## src/rtl/rram_sweep_sequencer_pkg.sv

```systemverilog
// Shared types and default widths for the RRAM address/range sweep sequencer.
`ifndef ADDR_BITS_N
`define ADDR_BITS_N 16
`endif
`ifndef PROG_CNFG_RANGES_LOG2_N
`define PROG_CNFG_RANGES_LOG2_N 2
`endif

package rram_sweep_sequencer_pkg;

  localparam int SEQ_STATE_BITS    = 3;
  localparam int ADDR_BITS_DEF     = `ADDR_BITS_N;
  localparam int RANGE_LOG2_DEF    = `PROG_CNFG_RANGES_LOG2_N;
  localparam int FAIL_CNT_BITS_DEF = 16;

  typedef enum logic [SEQ_STATE_BITS-1:0] {
    SEQ_IDLE  = 3'd0,
    SEQ_ISSUE = 3'd1,
    SEQ_WAIT  = 3'd2,
    SEQ_NEXT  = 3'd3,
    SEQ_FIN   = 3'd4
  } seq_state_t;

endpackage

```

## src/rtl/rram_addr_stepper.sv

```systemverilog
// Combinational address advance: widened add plus end-of-sweep detection.
module rram_addr_stepper
  import rram_sweep_sequencer_pkg::*;
#(
  parameter int ADDR_BITS = ADDR_BITS_DEF
) (
  input  logic [ADDR_BITS-1:0] addr,
  input  logic [ADDR_BITS-1:0] step,
  input  logic [ADDR_BITS-1:0] stop,
  output logic [ADDR_BITS-1:0] next_addr,
  output logic                 sweep_end
);

  logic [ADDR_BITS:0] sum;

  // One extra bit so a step past the top of the address space ends the sweep instead of wrapping.
  assign sum       = {1'b0, addr} + {1'b0, step};
  assign next_addr = sum[ADDR_BITS-1:0];
  assign sweep_end = sum[ADDR_BITS] || (step == '0) || (sum > {1'b0, stop});

endmodule

```

## src/rtl/rram_sweep_sequencer.sv

```systemverilog
// Walks an address sweep and, per address, every range index, issuing one op handshake per pair.
module rram_sweep_sequencer
  import rram_sweep_sequencer_pkg::*;
#(
  parameter int ADDR_BITS     = ADDR_BITS_DEF,
  parameter int RANGE_LOG2    = RANGE_LOG2_DEF,
  parameter int FAIL_CNT_BITS = FAIL_CNT_BITS_DEF
) (
  input  logic                      mclk,
  input  logic                      rst,
  input  logic                      go,
  input  logic                      use_multi_addrs,
  input  logic                      loop_mode,
  input  logic                      ignore_failures,
  input  logic [ADDR_BITS-1:0]      address_start,
  input  logic [ADDR_BITS-1:0]      address_stop,
  input  logic [ADDR_BITS-1:0]      address_step,
  input  logic [RANGE_LOG2-1:0]     num_levels,
  output logic                      op_req,
  input  logic                      op_ack,
  input  logic                      op_fail,
  output logic [ADDR_BITS-1:0]      addr_out,
  output logic [RANGE_LOG2-1:0]     rangei,
  output logic                      busy,
  output logic                      done,
  output logic                      aborted,
  output logic [FAIL_CNT_BITS-1:0]  fail_count,
  output logic [SEQ_STATE_BITS-1:0] state
);

  seq_state_t state_q, state_d;

  logic [ADDR_BITS-1:0]  start_sh, stop_sh, step_sh;
  logic [RANGE_LOG2-1:0] levels_sh;
  logic                  multi_sh, loop_sh, ignore_sh;

  logic [ADDR_BITS-1:0] next_addr;
  logic                 step_end, sweep_end, more_ranges, restart;

  rram_addr_stepper #(.ADDR_BITS(ADDR_BITS)) u_stepper (
    .addr      (addr_out),
    .step      (step_sh),
    .stop      (stop_sh),
    .next_addr (next_addr),
    .sweep_end (step_end)
  );

  assign sweep_end   = !multi_sh || step_end;
  assign more_ranges = rangei < levels_sh;
  assign restart     = loop_sh && go && !aborted;

  always_ff @(posedge mclk) begin
    if (rst) state_q <= SEQ_IDLE;
    else     state_q <= state_d;
  end

  // NOTE: every always_comb output gets a default first so no path leaves it unassigned (no latch).
  always_comb begin
    state_d = state_q;
    case (state_q)
      SEQ_IDLE:  if (go) state_d = (use_multi_addrs && (address_start > address_stop)) ? SEQ_FIN : SEQ_ISSUE;
      SEQ_ISSUE: state_d = SEQ_WAIT;
      SEQ_WAIT:  if (op_ack) state_d = (op_fail && !ignore_sh) ? SEQ_FIN : SEQ_NEXT;
      SEQ_NEXT:  state_d = (more_ranges || !sweep_end) ? SEQ_ISSUE : SEQ_FIN;
      SEQ_FIN:   state_d = restart ? SEQ_ISSUE : SEQ_IDLE;
      default:   state_d = SEQ_IDLE;
    endcase
  end

  always_comb begin
    busy  = (state_q != SEQ_IDLE);
    done  = (state_q == SEQ_FIN);
    state = state_q;
  end

  // op_req mirrors residence in WAIT but is registered so the op FSM sees a clean level.
  always_ff @(posedge mclk) begin
    if (rst) op_req <= 1'b0;
    else     op_req <= (state_d == SEQ_WAIT);
  end

  always_ff @(posedge mclk) begin
    if (rst) begin
      addr_out   <= '0;
      rangei     <= '0;
      fail_count <= '0;
      aborted    <= 1'b0;
      start_sh   <= '0;
      stop_sh    <= '0;
      step_sh    <= '0;
      levels_sh  <= '0;
      multi_sh   <= 1'b0;
      loop_sh    <= 1'b0;
      ignore_sh  <= 1'b0;
    end else begin
      case (state_q)
        SEQ_IDLE: if (go) begin
          start_sh   <= address_start;
          stop_sh    <= address_stop;
          step_sh    <= address_step;
          levels_sh  <= num_levels;
          multi_sh   <= use_multi_addrs;
          loop_sh    <= loop_mode;
          ignore_sh  <= ignore_failures;
          fail_count <= '0;
          aborted    <= 1'b0;
          addr_out   <= address_start;
          rangei     <= '0;
        end
        SEQ_WAIT: if (op_ack && op_fail) begin
          if (fail_count != '1) fail_count <= fail_count + 1'b1;
          if (!ignore_sh)       aborted    <= 1'b1;
        end
        SEQ_NEXT: begin
          if (more_ranges) begin
            rangei <= rangei + 1'b1;
          end else begin
            rangei <= '0;
            if (!sweep_end) addr_out <= next_addr;
          end
        end
        SEQ_FIN: if (restart) begin
          addr_out <= start_sh;
          rangei   <= '0;
        end
        default: ;
      endcase
    end
  end

endmodule

```

## config.mk

```make
export PLATFORM = sky130hd
export DESIGN_NAME = rram_sweep_sequencer
export DESIGN_NICKNAME = d
export VERILOG_FILES = /design/src/rtl/rram_sweep_sequencer_pkg.sv /design/src/rtl/rram_addr_stepper.sv /design/src/rtl/rram_sweep_sequencer.sv
export SDC_FILE = /design/constraint.sdc
export NUM_CORES = 1
export LEC_CHECK = 0
export BUFFER_PORTS_ARGS = -buffer_cell sky130_fd_sc_hd__buf_2
export CAP_MARGIN = 10
export CORE_MARGIN = 2
export CORE_UTILIZATION = 45
export DETAILED_ROUTE_END_ITERATION = 10
export GPL_TIMING_DRIVEN = 0
export MAX_ROUTING_LAYER = met4
export PLACE_DENSITY_LB_ADDON = 0.2
export SLEW_MARGIN = 20
export SYNTH_ARGS = -nofsm -noshare
export SYNTH_HDL_FRONTEND = slang
export SYNTH_SLANG_ARGS = --single-unit
export TNS_END_PERCENT = 5
```

## constraint.sdc

```tcl
create_clock -name mclk -period 6.3 [get_ports mclk]
set_input_delay 0.315 -clock mclk [delete_from_list [all_inputs] [get_ports mclk]]
set_output_delay 0.315 -clock mclk [all_outputs]
set_load 0.01 [all_outputs]
```

* Word-level counts from Yosys, hierarchy flattened
Cells that the tools add are included.
W data, S select, Z words.
** Storage, ports and cells
- ROM bits :: 0
- Memories kept :: 0
- Bits in writable memories :: 0
- Register bits after elaboration :: 92
- Output and inout bits :: 41
- Input port bits :: 58
- Bits in latches :: 0
** Operators by class
- Multiplexer cells :: 24
- Divide/modulo/power cells :: 0
- Shifts and indexed selects :: 0
- Equality and inequality tests :: 13
- $add $sub $neg :: 3
- Reduce and logical (&&, ||, !) cells :: 23
- Bitwise logic cells :: 0
- Magnitude comparators :: 3
- $mul :: 0
** Operator list (number)
- $mux W16 :: 7
- $pmux W16 S3 :: 1
- $pmux W16 S2 :: 1
- $add A16 B16 Y17 :: 1
- $gt A17 B16 Y1 :: 1
- $add A16 B1 Y16 const B :: 1
- $gt A16 B16 Y1 :: 1
- $logic_not A16 Y1 :: 1
- $ne A16 B16 Y1 const B :: 1
- $mux W3 :: 5
- $pmux W3 S5 :: 1
- $ne A2 B2 Y1 const B :: 6
- $eq A3 B2 Y1 const B :: 3
- $reduce_and A4 Y1 :: 2
- $mux W2 :: 3
- $pmux W2 S3 :: 1
- $reduce_bool A3 Y1 :: 2
- $logic_and A1 B1 Y1 :: 5
- $reduce_and A5 Y1 :: 1
- $logic_not A1 Y1 :: 4
- $logic_or A1 B1 Y1 :: 4
- $mux W1 :: 4
- $eq A3 B1 Y1 const B :: 1
- $eq A3 B3 Y1 const B :: 1
- 8 further kinds :: 8

* Longest topological paths before layout
- Depth after elaboration :: 9
- Mapped depth :: 19
- Mapped depth without buffers :: 17

* Modules after synthesis
Synthesis repeated with hierarchy kept, for this count alone.
** Second synthesis, totals
- Cells, all modules :: 685
- Area total of the unflattened synthesis :: 5445.2 um2
** Modules (own cells, without submodules)
- rram_sweep_sequencer :: cells an instance 532, times used 1, area each 4261.6 um2
- rram_addr_stepper :: cells an instance 153, times used 1, area each 1183.6 um2

* Worst setup path after synthesis
OpenSTA, ideal clock, no wires.
- Path kind :: reg2reg
- Start :: register addr_out[0]
- End :: register addr_out[10]
- Stages on the path, launching flop included :: 20
- Required time :: 6.167 ns
- Setup slack :: 2.077 ns
- Arrival :: 4.089 ns
- Buffers on the path :: 2
- Clock period less this slack :: 4.223 ns
- Cell sequence :: dfxtp_1 ha_1 inv_1 fa_1 nand2b_1 a21o_1 a211oi_2 nor3b_1 or3_1 and2_1 ha_1 nand3_1 or4_1 o32ai_1 a21o_1 o2111a_1 or2_2 buf_2 buf_2 a311oi_1
** Between the ends
- Cells in the longest elaborated chain, start to end :: 6
- Elaborated cells between the ends (all ways) :: 10
- Classes of those cells :: 1 x add/sub; 1 x order compare; 1 x eq/ne; 3 x mux; 4 x reduce/logical
** Ends and longest elaborated chain
- from (decl) :: RTL line rram_sweep_sequencer.sv:22 : output logic [ADDR_BITS-1:0] addr_out,
- from (signal assigned) :: RTL line rram_sweep_sequencer.sv:107 : addr_out <= address_start;
- from (signal assigned) :: RTL line rram_sweep_sequencer.sv:119 : if (!sweep_end) addr_out <= next_addr;
- from (signal assigned) :: RTL line rram_sweep_sequencer.sv:123 : addr_out <= start_sh;
- $add A16 B16 Y17 * :: RTL line rram_addr_stepper.sv:17 : assign sum = {1'b0, addr} + {1'b0, step};
- $gt A17 B16 Y1 or $logic_or A1 B1 Y1 (tied branches) :: RTL line rram_addr_stepper.sv:19 : assign sweep_end = sum[ADDR_BITS] || (step == '0) || (sum > {1'b0, stop});
- $logic_or A1 B1 Y1 :: RTL line rram_addr_stepper.sv:19
- $logic_or A1 B1 Y1 :: RTL line rram_sweep_sequencer.sv:48 : assign sweep_end = !multi_sh || step_end;
- $ne A2 B2 Y1 (no line)
- $reduce_and A5 Y1 (no line)
Mark *: on every way between the ends. The rest lies on a longest branch, timed or not. The select of a mux whose other input is x is not followed.
A chain may end at the register's enable or synchronous reset.

* Final worst setup path
- Start :: register step_sh[2]
- End :: register addr_out[8]
** Between the ends
- Cells in the longest elaborated chain, start to end :: 6
- Elaborated cells between the ends (all ways) :: 11
- Classes of those cells :: 1 x add/sub; 1 x order compare; 1 x eq/ne; 3 x mux; 5 x reduce/logical
** Ends and longest elaborated chain
- from (decl) :: RTL line rram_sweep_sequencer.sv:33 : logic [ADDR_BITS-1:0] start_sh, stop_sh, step_sh;
- from (signal assigned) :: RTL line rram_sweep_sequencer.sv:100 : step_sh <= address_step;
- $add A16 B16 Y17 or $logic_not A16 Y1 (tied branches) :: RTL line rram_addr_stepper.sv:17, rram_addr_stepper.sv:19
- $gt A17 B16 Y1 or $logic_or A1 B1 Y1 (tied branches) :: RTL line rram_addr_stepper.sv:19
- $logic_or A1 B1 Y1 :: RTL line rram_addr_stepper.sv:19
- $logic_or A1 B1 Y1 :: RTL line rram_sweep_sequencer.sv:48
- $ne A2 B2 Y1 (no line)
- $reduce_and A5 Y1 (no line)
Several ways; a longest one is shown, not always the timed one. The select of a mux whose other input is x is not followed.

==> qor_table.md <==
| Stage | Quantity | Value |
|:---|:---|:---|
| timing | Final-report setup violation count | 0 |
| clocking | Clock sink count | 92 |
| grt | Largest net degree at the start of global routing | 14 |
| placed design | Final Wtd Congestion | 0.9233 |
| yosys | Fraction of the yosys area taken by sequential cells | 33.80% |
| worst setup path | Reg2reg end | addr_out[8] |
| floorplan | DIE HEIGHT | 114.0 um |
| timing | Hold Slack | 0.2063 ns |
| clocking | Clock latency reported for the late side of the worst-skew pair | 0.35 ns |
| yosys | Largest cells by area after synthesis | sky130_fd_sc_hd__dfxtp_1 34%, sky130_fd_sc_hd__ha_1 11%, sky130_fd_sc_hd__nand2_1 9.5%, sky130_fd_sc_hd__a21oi_1 8.4%, sky130_fd_sc_hd__inv_1 3.4% |
| yosys | Flip-flop and latch count after synthesis | 92 |
| yosys | Post-synthesis async set-or-reset flop share | 0% |
| yosys | Post-synthesis average cell area | 7.773 um2 |
| min path | Min-Delay Path Depth | 3 |
| power | Power density of the placed cells | 318.8 mW/mm2 |
| clocking | Number of levels in the clock H-tree | 3 |
| yosys | Netlist area before placement | 0.005449 mm2 |
| yosys | Number of enable flip-flop cells after synthesis | 0 |
| min path | Class of the worst hold path | in2reg |
| floorplan | Boundary pin count | 99 |
| floorplan | Floorplan die width | 114.0 um |
| finish | Synth-to-Final Area Change | 17.66% |
| clocking | Clock buffers created by TritonCTS | 9 |
| clocking | Post-CTS Repair Setup Buffers | 0 |
| drt | DRC violation count after routing | 0 |
| run | Max-cap viol count | 0 |
| drt | First-pass DRT Iterations | 5 |
| yosys | Ys Warns | 0 |
| placed design | Dpl hpwl | 12660 um |
| yosys | Synthesized net count | 810 |
| drt | Detailed Route Iter0 Violations | 433 |
| yosys | Number of distinct library cells after synthesis | 62 |
| grt | Number of global-route vias before repair | 5136 |
| grt | Global router's overall resource usage | 25.90% |
| clocking | CTS Root Cell | sky130_fd_sc_hd__clkbuf_16 |
| drt | Total wire length after detailed routing | 15940 um |
| yosys | Cells after synthesis | 701 |
| power | Total power of the final layout | 2044 uW |
| drt | Count of antenna-violating nets left after detailed routing | 0 |
| yosys | Compound-Gate Fraction of Synth Area | 21.95% |
| yosys | Fraction of synthesized cell area in xor and xnor cells | 3.536% |
| clocking | Hold_buf cts | 0 |
| timing | Number of hold-slack violations in the final timing report | 0 |
| placed design | Placed cell count | 946 |
| clocking | Buffer levels on the longest clock path | 2 |
| finish | Number of antenna diodes | 0 |
| power | Peak supply drop | 0.1518 mV |
| yosys | Area fraction in and, or, nand and nor cells after synthesis | 22.62% |
| min path | Min-Delay Startpoint | address_step[14] |
| run status | Status | complete, no violations |
| power | Static Leakage | 0.002756 uW |
| floorplan | Initial standard-cell utilization of the core | 45.75% |
| yosys | Predominant post-synthesis flop cell | sky130_fd_sc_hd__dfxtp_1 |
| worst setup path | Kind of launch point of the worst setup path | register |
| worst setup path | Data arrival time at the worst-slack endpoint | 5.26 ns |
| worst setup path | Category of the most critical setup path | reg2reg |
| timing | Fin crit share | 79.32% |
| placed design | Port Buffer Count | 98 |
| timing | Max-slew violation total from the final report | 0 |
| yosys | Share of Yosys cell area claimed by the top area cell type | 33.80% |
| worst setup path | Endpoint type of the worst setup path | register |
| drt | Wirelength per Cell | 16.57 um |
| worst setup path | Number of cell instances on the worst register-to-register path | 17 |
| timing | Slew at the pin closest to its max-slew limit | 0.9080 ns |
| grt | Global-route wire length before repair | 25470 um |
| worst setup path | Crit Reg-Reg Startpoint | step_sh[2] |
| clocking | Clk pin slew, worst setup/hold paths | 0.06 ns |
| drt | Vias per cell | 5.603 |
| worst setup path | Beginning of the critical path | step_sh[2] |
| clocking | Resize count post-CTS | 0 |
| finish | Non-filler instance count after layout | 962 |
| yosys | Most frequent cells after synthesis | 138 x sky130_fd_sc_hd__nand2_1, 92 x sky130_fd_sc_hd__dfxtp_1, 91 x sky130_fd_sc_hd__a21oi_1 |
| floorplan | Floorplan Core Area | 0.01191 mm2 |
| timing | Setup total negative slack | 0 ns |
| yosys | Post-synthesis adder-cell area fraction | 11.85% |
| timing | Relative slew slack | 37.90% |
| grt | Number of antenna violations at the first check in global routing | 0 |
| timing | Clock Skews | 0.006860 ns |
| grt | Total overflow reported by the global router | 0 |
| drt | Overall via count from detail_route | 5390 |
| worst setup path | Reg-to-reg slack, setup | 1.30 ns |
| yosys | Multiplexer fraction of the synthesized cell area | 0.3674% |
| worst setup path | Peak fanout along the critical path | 10 |
| clocking | Clock tree from TritonCTS | built |
| floorplan | Number of placement rows | 40 |
| timing | Final critical path time including I/O delays and setup | 4.997 ns |
| yosys | Biggest area consumer among synthesized cells | sky130_fd_sc_hd__dfxtp_1 |
| min path | Endpoint with the worst hold slack | step_sh[14] |
| floorplan | Die area | 0.01301 mm2 |
| worst setup path | Required time of the critical path | 6.56 ns |
| finish | Net count, final | 919 |
| yosys | Combinational family with the most area after synthesis | simple AND/OR/NAND/NOR gates |
| timing | Achievable clock frequency | 200.1 MHz |
| timing | RSZ-0062 raised after global routing | no |
| yosys | Most frequently used cell type in the post-synthesis netlist | sky130_fd_sc_hd__nand2_1 |
| finish | Share of final-layout standard cells stronger than drive strength 1 | 15.71% |
per-stage QoR:
step | cell area (um2) | util (%) | setup WS (ns)
CTS | 6411 | 53.82 | 1.352
global placement | 6123 | 51.41 | 1.450
floorplan | 5449 | - | 2.077
detailed placement | 6128 | 51.45 | 1.439
global route | 6411 | 53.82 | 0.8224
finish | 6411 | 53.82 | 1.303
kinds of logic (layout without fill, tap and decap cells):
logic type / after synthesis / after routing
xor gates and xnor gates: 22 / 22
muxes: 2 / 2
adders and majority gates: 51 / 51
AOI/OAI and AO/OA: 180 / 180
and+or+nand+nor: 272 / 272
DFF: 92 / 92
buffers and inverters: 82 / 196
layout by cell type (no fill, tap or decap), drive strengths merged, types with 2 or more instances in the layout:
cell / Yosys / final
nand3: 13 / 13
or3: 6 / 6
nand2: 138 / 138
a311oi: 12 / 12
and2: 2 / 2
nor3b: 4 / 4
a21oi: 92 / 92
nand3b: 2 / 2
buf: 10 / 108
mux2i: 2 / 2
nor4: 5 / 5
nor2: 38 / 38
nor2b: 3 / 3
ha: 50 / 50
nand2b: 5 / 5
clkbuf: 22 / 37
o2111ai: 4 / 4
a221oi: 2 / 2
o21bai: 3 / 3
and3: 5 / 5
o31ai: 2 / 2
o211ai: 4 / 4
xor2: 7 / 7
nor3: 32 / 32
o21ai: 12 / 12
xnor2: 15 / 15
or2: 4 / 4
or4: 3 / 3
a2111oi: 3 / 3
inv: 50 / 50
a22oi: 12 / 12
a211oi: 6 / 6
nand4: 9 / 9
a21o: 5 / 5
o21a: 5 / 5
a211o: 3 / 3
a22o: 2 / 2
dfxtp: 92 / 92
a31oi: 3 / 3
area by class of cell:
type	count	area (um2)
fill	1138	5500
timing repair buffer	98	490.5
tap	147	183.9
buffer	32	132.6
multi-input combinational	527	3292
clock buffer	15	277.8
clock inverter	1	5.005
inverter	50	187.7
sequential	92	1842
per-layer routing:
metal | share of wire [%] | global-route usage [%] | wire length (um) | vias up
met3 | 6.1 | 4.463 | 971 | 25
met2 | 45 | 41.35 | 7226 | 181
li1 | - | - | - | 2695
met5 | 0 | - | 0 | -
met4 | 2.2 | 9.675 | 349 | 0
met1 | 46 | 32.97 | 7394 | 2489
how the worst max path moves through the flow:
stage	end	slack, ns
final	addr_out[8]	1.30
after global routing	addr_out[10]	0.82
after CTS	addr_out[6]	1.35
after detailed placement	addr_out[6]	1.44
after global placement	addr_out[6]	1.45
after floorplan	addr_out[10]	2.08
where the power goes:
group	switching, uW	internal (uW)	total, uW
registers	64.1	660	724
clock network	222	300	522
logic	493	305	797
critical path, cell delays in order, from the launching register on:
cell                        delay [ns]
sky130_fd_sc_hd__dfxtp_1          0.40
sky130_fd_sc_hd__ha_1             0.30
sky130_fd_sc_hd__and3_1           0.21
sky130_fd_sc_hd__a2111oi_1        0.66
sky130_fd_sc_hd__nor3_1           0.24
sky130_fd_sc_hd__o21ai_0          0.23
sky130_fd_sc_hd__a21oi_1          0.13
sky130_fd_sc_hd__a21oi_1          0.19
sky130_fd_sc_hd__xnor2_1          0.12
sky130_fd_sc_hd__ha_1             0.33
sky130_fd_sc_hd__nand3_1          0.15
sky130_fd_sc_hd__or4_1            0.54
sky130_fd_sc_hd__o32ai_1          0.13
sky130_fd_sc_hd__a21o_1           0.16
sky130_fd_sc_hd__o2111a_1         0.37
sky130_fd_sc_hd__clkbuf_1         0.42
sky130_fd_sc_hd__nor3_1           0.10
sky130_fd_sc_hd__a311oi_1         0.24
registers in the layout, indices dropped and copies added (netlist names):
signal and flops:
state 3, multi_sh 1, loop_sh 1, start_sh 16
rangei 2, op_req 1, stop_sh 16, ignore_sh 1
aborted 1, fail_count 16, addr_out 16, levels_sh 2
step_sh 16
Note: power is estimated with default switching activity, not from simulation.
